===== src/rtl/fifo_rd_drain.sv =====
// fifo_rd_drain: pops words from an async FIFO read port and launches them to a byte-serial TX.
// Ports: clk_i/rst_ni (sync, active-low), enable_i, fifo_empty_i, fifo_rd_data_i, fifo_r_inc_o,
//   tx_busy_i, tx_data_o, tx_data_valid_o, timeout_err_o (sticky), err_clr_i,
//   sent_cnt_o/abort_cnt_o (live only with FIFO_DRAIN_STATS_EN defined, otherwise tied to 0).
module fifo_rd_drain #(
   parameter int DATA_WIDTH     = 8,
   parameter int GAP_CYCLES     = 2,
   parameter int TIMEOUT_CYCLES = 16,
   parameter int CNT_WIDTH      = 8
) (
   input  logic                  clk_i,
   input  logic                  rst_ni,
   input  logic                  enable_i,
   input  logic                  fifo_empty_i,
   input  logic [DATA_WIDTH-1:0] fifo_rd_data_i,
   output logic                  fifo_r_inc_o,
   input  logic                  tx_busy_i,
   output logic [DATA_WIDTH-1:0] tx_data_o,
   output logic                  tx_data_valid_o,
   output logic                  timeout_err_o,
   input  logic                  err_clr_i,
   output logic [CNT_WIDTH-1:0]  sent_cnt_o,
   output logic [CNT_WIDTH-1:0]  abort_cnt_o
);
   localparam logic [1:0] IDLE    = 2'd0;
   localparam logic [1:0] WAIT_HI = 2'd1;
   localparam logic [1:0] WAIT_LO = 2'd2;
   localparam logic [1:0] GAP     = 2'd3;
   localparam logic [7:0] TO_LAST  = 8'(TIMEOUT_CYCLES - 1);
   localparam logic [7:0] GAP_LAST = 8'((GAP_CYCLES > 0) ? GAP_CYCLES - 1 : 0);
   localparam logic [1:0] AFTER_TX = (GAP_CYCLES > 0) ? GAP : IDLE;
   logic [1:0]            state_q, state_d;
   logic [7:0]            to_q, to_d, gap_q, gap_d;
   logic [DATA_WIDTH-1:0] data_q, data_d;
   logic                  valid_q, err_q, err_d;
   logic                  launch, timeout, done;
   assign launch  = state_q == IDLE && enable_i && !fifo_empty_i && !tx_busy_i;
   assign timeout = state_q == WAIT_HI && !tx_busy_i && to_q == TO_LAST;
   assign done    = state_q == WAIT_LO && !tx_busy_i;
   assign data_d  = launch ? fifo_rd_data_i : data_q;
   // a new timeout beats a simultaneous clear
   assign err_d   = timeout | (err_q & ~err_clr_i);
   always_comb begin
      state_d = state_q;
      to_d    = to_q;
      gap_d   = gap_q;
      case (state_q)
         IDLE: if (launch) begin
            state_d = WAIT_HI;
            to_d    = '0;
         end
         WAIT_HI: if (tx_busy_i) state_d = WAIT_LO;
         else if (timeout) begin
            state_d = AFTER_TX;
            gap_d   = '0;
         end else to_d = to_q + 8'd1;
         WAIT_LO: if (done) begin
            state_d = AFTER_TX;
            gap_d   = '0;
         end
         default: if (gap_q == GAP_LAST) state_d = IDLE;
         else gap_d = gap_q + 8'd1;
      endcase
   end
   always_ff @(posedge clk_i) begin
      if (!rst_ni) begin
         state_q <= IDLE;
         to_q    <= '0;
         gap_q   <= '0;
         data_q  <= '0;
         valid_q <= 1'b0;
         err_q   <= 1'b0;
      end else begin
         state_q <= state_d;
         to_q    <= to_d;
         gap_q   <= gap_d;
         data_q  <= data_d;
         valid_q <= launch;
         err_q   <= err_d;
      end
   end
   // the pop and the launch share one flop so they can never separate
   assign fifo_r_inc_o    = valid_q;
   assign tx_data_valid_o = valid_q;
   assign tx_data_o       = data_q;
   assign timeout_err_o   = err_q;
`ifdef FIFO_DRAIN_STATS_EN
   logic [CNT_WIDTH-1:0] sent_q, abort_q;
   always_ff @(posedge clk_i) begin
      if (!rst_ni) begin
         sent_q  <= '0;
         abort_q <= '0;
      end else begin
         sent_q  <= sent_q + CNT_WIDTH'(done && !(&sent_q));
         abort_q <= abort_q + CNT_WIDTH'(timeout && !(&abort_q));
      end
   end
   assign sent_cnt_o  = sent_q;
   assign abort_cnt_o = abort_q;
`else
   assign sent_cnt_o  = '0;
   assign abort_cnt_o = '0;
`endif
endmodule


===== config.mk =====
export PLATFORM = sky130hd
export DESIGN_NAME = fifo_rd_drain
export DESIGN_NICKNAME = d
export VERILOG_FILES = /design/src/rtl/fifo_rd_drain.sv
export SDC_FILE = /design/constraint.sdc
export NUM_CORES = 1
export LEC_CHECK = 0
export CAP_MARGIN = 5
export CORE_MARGIN = 10
export CORE_UTILIZATION = 50
export DETAILED_ROUTE_END_ITERATION = 6
export PLACE_DENSITY_LB_ADDON = 0.15
export SYNTH_ARGS = -nofsm -noshare
export SYNTH_HDL_FRONTEND = slang
export SYNTH_SLANG_ARGS = --single-unit

===== constraint.sdc =====
create_clock -name clk_i -period 4.8 [get_ports clk_i]
set_clock_uncertainty 0.1 [all_clocks]
set_input_delay 0.96 -clock clk_i [delete_from_list [all_inputs] [get_ports clk_i]]
set_output_delay 0.96 -clock clk_i [all_outputs]
set_load 0.05 [all_outputs]

==> results of run 1 <==
[layout make-up]
cell class | count | area, µm²
Multi-Input combinational cell | 164 | 967
Inverter | 8 | 30.0
Fill cell | 295 | 1220
Sequential cell | 28 | 561
Tap cell | 44 | 55.1
Clock buffer | 3 | 22.5
Clock inverter | 1 | 30.0
Timing Repair Buffer | 24 | 240
[metal layers]
layer | wire, µm | global-route usage [%] | share of wire (%) | up-vias
met1 | 1530 | 13.3 | 40 | 710
met2 | 1920 | 20.6 | 50 | 61
met5 | 0 | 0 | 0 | -
met4 | 49 | 3.83 | 1.3 | 0
li1 | - | - | - | 757
met3 | 326 | 3.92 | 8.5 | 6
[how the worst min path moves through the flow]
stage	start	end	slack (ns)
2_1_floorplan	to_q[7]	to_q[7]	0.34
3_3_place_gp	tx_data_o[6]	tx_data_o[6]	0.34
5_1_grt	tx_data_o[4]	tx_data_o[4]	0.38
4_1_cts	tx_data_o[3]	tx_data_o[3]	0.37
6_report	tx_data_o[3]	tx_data_o[3]	0.36
3_5_place_dp	tx_data_o[4]	tx_data_o[4]	0.35
[stage by stage]
stage / utilization [%] / hold WS, ns / setup WS (ns) / power (mW)
2_1_floorplan: - / 0.338 / 2.38 / 0.545
3_3_place_gp: 59.2 / 0.342 / 1.69 / 0.599
3_5_place_dp: 59.2 / 0.349 / 1.60 / 0.606
4_1_cts: 60.9 / 0.368 / 1.97 / 0.765
5_1_grt: 60.9 / 0.384 / 1.77 / 0.817
6_report: 60.9 / 0.364 / 1.96 / 0.766
[state kept, by name, indices dropped and copies added (netlist names)]
| signal | cells |
|---|---|
| tx_data_o | 8 |
| timeout_err_o | 1 |
| to_q | 8 |
| fifo_r_inc_o | 1 |
| gap_q | 8 |
| state_q | 2 |
[cells by family (layout without fill, tap and decap cells)]
kind of cell / count (synthesis) / in the layout / synth area share [%]
AO/OA/AOI/OAI: 48 / 48 / 19.3
other: 1 / 16 / 0.226
multiplexers: 5 / 5 / 3.01
buffers and inverters: 33 / 36 / 11.4
adder cells (fa/ha/maj): 7 / 7 / 5.27
flip-flops: 28 / 28 / 33.8
AND/OR/NAND/NOR: 88 / 88 / 27.1
[power breakdown]
| part | leakage (nW) | switching, mW | internal (mW) |
|---|---|---|---|
| clock network | 0.0279 | 0.0745 | 0.0845 |
| logic | 0.399 | 0.230 | 0.113 |
| registers | 0.226 | 0.0146 | 0.249 |
[synthesized netlist by cell type (2+ instances only)]
library cell,count,area [µm²]
a211oi_1,2,15.0
a21oi_1,17,85.1
a31oi_1,2,12.5
buf_4,17,128
clkbuf_1,7,26.3
dfxtp_1,28,561
ha_1,7,87.6
inv_1,8,30.0
mux2i_1,5,50.1
nand2_1,32,120
nand2b_1,5,31.3
nand3_1,11,55.1
nor2_1,11,41.3
nor2b_1,3,18.8
nor3_1,3,15.0
nor3b_1,2,15.0
nor4_1,5,31.3
o211ai_1,4,30.0
o21a_1,3,22.5
o21ai_0,7,35.0
o31ai_1,3,22.5
o41ai_1,2,17.5
or3_1,4,25.0
or4_1,5,37.5
[worst reg2reg max path: cells and delay by family, from the launching register on]
kind	cells	cell delay, ns
AOI/OAI and AO/OA	2	1.01
and+or+nand+nor	2	0.29
adders and majority gates	1	0.52
buffers and inverters	1	0.08
DFF	1	0.41
==> results.py, run 1 <==
metrics = {
    "outcome": {
        "outcome": "completed",
    },
    "routing": {
        "drt_iter0_markers": 147,
        "via_count": 1534,
        "post_drt_wl_per_cell_um": 14.1,
        "vias_per_cell": 5.64,
        "drt-pass1-iter-count": 4,
        "wirelength_um": 3830,
        "drcViolationCount": 0,
        "ant_nets": 0,
    },
    "yosys": {
        "synth_edf_count": 0,
        "ys_ff_latch": 28,
        "synth_warnings": 0,
        "synthCells": 210,
        "syn_area_mm2": 0.00166,
        "synthArstFlopShare_pct": 0,
        "synth.avg_cell_area_um2": 7.91,
        "synth_cell_types": 41,
        "synthFlopType": "dfxtp_1",
        "synth-seq-area-share_pct": 33.8,
    },
    "timing": {
        "tightest_slew_ns": 0.773,
        "slew_violations": 0,
        "finalCritPeriodShare_pct": 59.3,
        "setup_violations": 0,
        "relSlewSlack_pct": 48.1,
        "period_minus_slack_ns": 2.84,
        "finalHoldViolations": 0,
        "totalNegativeSetupSlack_ns": 0,
        "rsz0062_at_grt": "false",
        "fmax_mhz": 352,
    },
    "critical_path": {
        "r2r_cells": 6,
        "crit_path_top_delay_cell": "or4b_2",
        "crit_start": "tx_busy_i",
        "arrival_ns": 3.03,
        "cp_max_fo": 9,
        "path_class": "in2reg",
        "setup.worst_path.end_class": "flop",
        "cp-start-kind": "input port",
        "slowest_delay_ns": 0.67,
        "worst_path_dominant_cell_family": "simple AND/OR/NAND/NOR gates",
        "crit_buf_inv": 1,
        "required_ns": 4.98,
        "reg2reg_setup_slack_ns": 2.31,
        "cp_num_cells": 5,
        "endpoint": "to_q[6]",
        "crit_chain": "clkdlybuf4s50_1, nor3b_1, o22ai_1, or4b_2, a21oi_1",
        "timing.rr.start": "state_q[0]",
        "rr_endpoint": "gap_q[7]",
    },
    "placement": {
        "placed_cell_area_mm2": 0.00185,
        "post-place-cells": 268,
        "portBuffers": 24,
        "dp_hpwl_um": 2890,
        "place_congestion": 0.896,
    },
    "run": {
        "drv_cap": 0,
    },
    "die": {
        "ioPinCount": 41,
        "die-width_um": 77.6,
        "die_h_um": 77.6,
        "dieArea_mm2": 0.00603,
        "rows": 20,
        "coreArea_mm2": 0.00313,
        "initial_core_util_pct": 53.1,
    },
    "cells_and_area": {
        "antennaDiodeCount": 0,
        "drive_gt1_share_pct": 3.95,
        "final_common_cell": "nand2_1",
        "finalNonFillerCells": 272,
        "fin_area_mm2": 0.00191,
        "area_delta_synth_final_pct": 14.8,
        "most-common-layout-cells": "nand2_1 (32), dfxtp_1 (28), clkdlybuf4s50_1 (24)",
        "nets": 250,
    },
    "global_route": {
        "grt_pass1_wl_um": 6130,
        "grt_pass1_vias": 1349,
        "antenna_found_initial": 0,
        "overflow": 0,
        "grt_max_degree": 21,
        "grt_usage_pct": 11.9,
    },
    "clock_network": {
        "clk_path_buf_depth": 2,
        "postCtsSetupBuffers": 0,
        "cts_hold_buf": 0,
        "numCtsBuffers": 3,
        "clk_pin_slew_ns": 0.16,
        "clock_latency_ns": 0.34,
        "cts_tree": "built",
        "numClockSinks": 28,
        "htreeDepth": 1,
        "cts-root-buf": "clkbuf_4",
        "cts_resized": 0,
    },
    "pwr": {
        "ir_drop_uv": 187,
        "p_per_area_mw_per_mm2": 402,
        "p_leak_nw": 0.654,
    },
    "hold_path": {
        "worstHoldPathCells": 2,
        "hold_path_class": "reg2reg",
    },
}
(Power assumes the default switching activity.)
==> inputs of run 2 (changes only) <==
- CORE_UTILIZATION: 50 -> 44
- clock period: 4.8 -> 2.6 ns (I/O delays scaled with it)
==> run 2 against run 1 <==
Worst hold slack worse by 0.0062 ns. Total power up 100%. First-iteration DRC count is 50% lower. Global-route usage is 0.23 points higher. Design area rose by 5.6%. Die area increased by 10%. Wire length increased by 3.8%. Sequential share of layout area shrank 1.6 points. Clock power is 120% higher.
==> results.py, run 2 (synthesis results as in run 1) <==
metrics = {
    "outcome": {
        "outcome": "completed",
    },
    "global_route": {
        "grt_usage_pct": 12.1,
        "antenna_found_initial": 0,
        "use_met1_pct": 15.6,
        "grt_max_degree": 17,
        "met3_usage_pct": 3.17,
        "overflow": 0,
        "grt_pass1_wl_um": 6560,
        "use_met2_pct": 19.5,
        "grt_pass1_vias": 1371,
        "grt_most_used_layer": "met2",
    },
    "timing": {
        "slew_violations": 0,
        "fmax_mhz": 447,
        "fin_ws_ns": 0.364,
        "finalHoldViolations": 0,
        "finalCritPeriodShare_pct": 86.0,
        "tightest_slew_ns": 0.527,
        "period_minus_slack_ns": 2.24,
        "relSlewSlack_pct": 64.8,
        "totalNegativeSetupSlack_ns": 0,
        "setup_violations": 0,
        "whs_ns": 0.357,
        "rsz0062_at_grt": "false",
    },
    "routing": {
        "vias_per_cell": 5.19,
        "wirelength_um": 3970,
        "ant_nets": 0,
        "drt-pass1-iter-count": 4,
        "post_drt_wl_per_cell_um": 13.8,
        "drt_iter0_markers": 74,
        "via_count": 1490,
        "drcViolationCount": 0,
    },
    "hold_path": {
        "hold_path_class": "reg2reg",
    },
    "cells_and_area": {
        "antennaDiodeCount": 0,
        "fin_area_mm2": 0.00201,
        "nFillCells": 369,
        "final_util_pct": 55.0,
        "nets": 261,
        "most-common-layout-cells": "nand2_1 (32), dfxtp_1 (28), clkdlybuf4s50_1 (24)",
        "final_common_cell": "nand2_1",
        "finalNonFillerCells": 287,
        "area_delta_synth_final_pct": 21.2,
        "drive_gt1_share_pct": 8.37,
    },
    "placement": {
        "portBuffers": 24,
        "post-place-cells": 283,
        "placed_cell_area_mm2": 0.00194,
        "dp_hpwl_um": 3060,
        "post-place-ws_ns": 0.284,
        "place_congestion": 0.822,
    },
    "run": {
        "drv_cap": 0,
    },
    "critical_path": {
        "required_ns": 2.71,
        "cp_max_fo": 7,
        "path_class": "reg2reg",
        "setup.worst_path.end_class": "flop",
        "arrival_ns": 2.35,
        "cp-start-kind": "flop",
    },
    "clock_network": {
        "postCtsSetupBuffers": 0,
        "clock_latency_ns": 0.28,
        "cts-root-buf": "clkbuf_8",
        "clk_pin_slew_ns": 0.10,
        "numClockSinks": 28,
        "cts_hold_buf": 0,
        "htreeDepth": 1,
        "numCtsBuffers": 3,
        "clk_path_buf_depth": 2,
        "cts_resized": 0,
        "cts_tree": "built",
    },
    "die": {
        "ioPinCount": 41,
        "initial_core_util_pct": 45.4,
        "dieArea_mm2": 0.00663,
        "coreArea_mm2": 0.00366,
        "rows": 22,
        "die-width_um": 81.4,
        "die_h_um": 81.4,
    },
    "pwr": {
        "p_per_area_mw_per_mm2": 764,
        "ir_drop_uv": 274,
        "p_total_mw": 1.54,
        "p_leak_nw": 0.715,
    },
}
[run 2: critical path, cell delays in order (launching register included)]
cell and delay (ns):
dfxtp_1 0.37, or4_1 0.67, o31a_1 0.41, or4_1 0.49
a21oi_1 0.14
[run 2: routing by layer]
layer | up-vias | wire [µm]
li1 | 774 | -
met1 | 678 | 1760
met2 | 33 | 1930
met3 | 5 | 248
met4 | 0 | 38
met5 | - | 0
[run 2: layout make-up]
cell class / count / area, µm² / area share (%)
clock buffers: 3 / 41.3 / 2.05
clock inverters: 1 / 30.0 / 1.49
inverters: 8 / 30.0 / 1.49
multi-input cells: 164 / 967 / 48.1
flip-flops and latches: 28 / 561 / 27.9
well taps: 48 / 60.1 / 2.99
repair buffers: 35 / 323 / 16.0
[run 2: power by group]
group | switching [mW] | total, mW | internal (mW) | leakage, nW
combinational | 0.442 | 0.707 | 0.265 | 0.453
clock | 0.138 | 0.344 | 0.206 | 0.0357
sequential | 0.0281 | 0.487 | 0.459 | 0.226
total | 0.607 | 1.54 | 0.930 | 0.715
[run 2: final timing paths]
check | startpoint | end | slack [ns] | depth (start not counted)
worst max-delay path | to_q[4] | gap_q[1] | 0.36 | 4
worst min-delay path | tx_data_o[4] | tx_data_o[4] | 0.36 | 2
worst max register to register | to_q[4] | gap_q[1] | 0.36 | 4
worst min register to register | tx_data_o[4] | tx_data_o[4] | 0.36 | 2
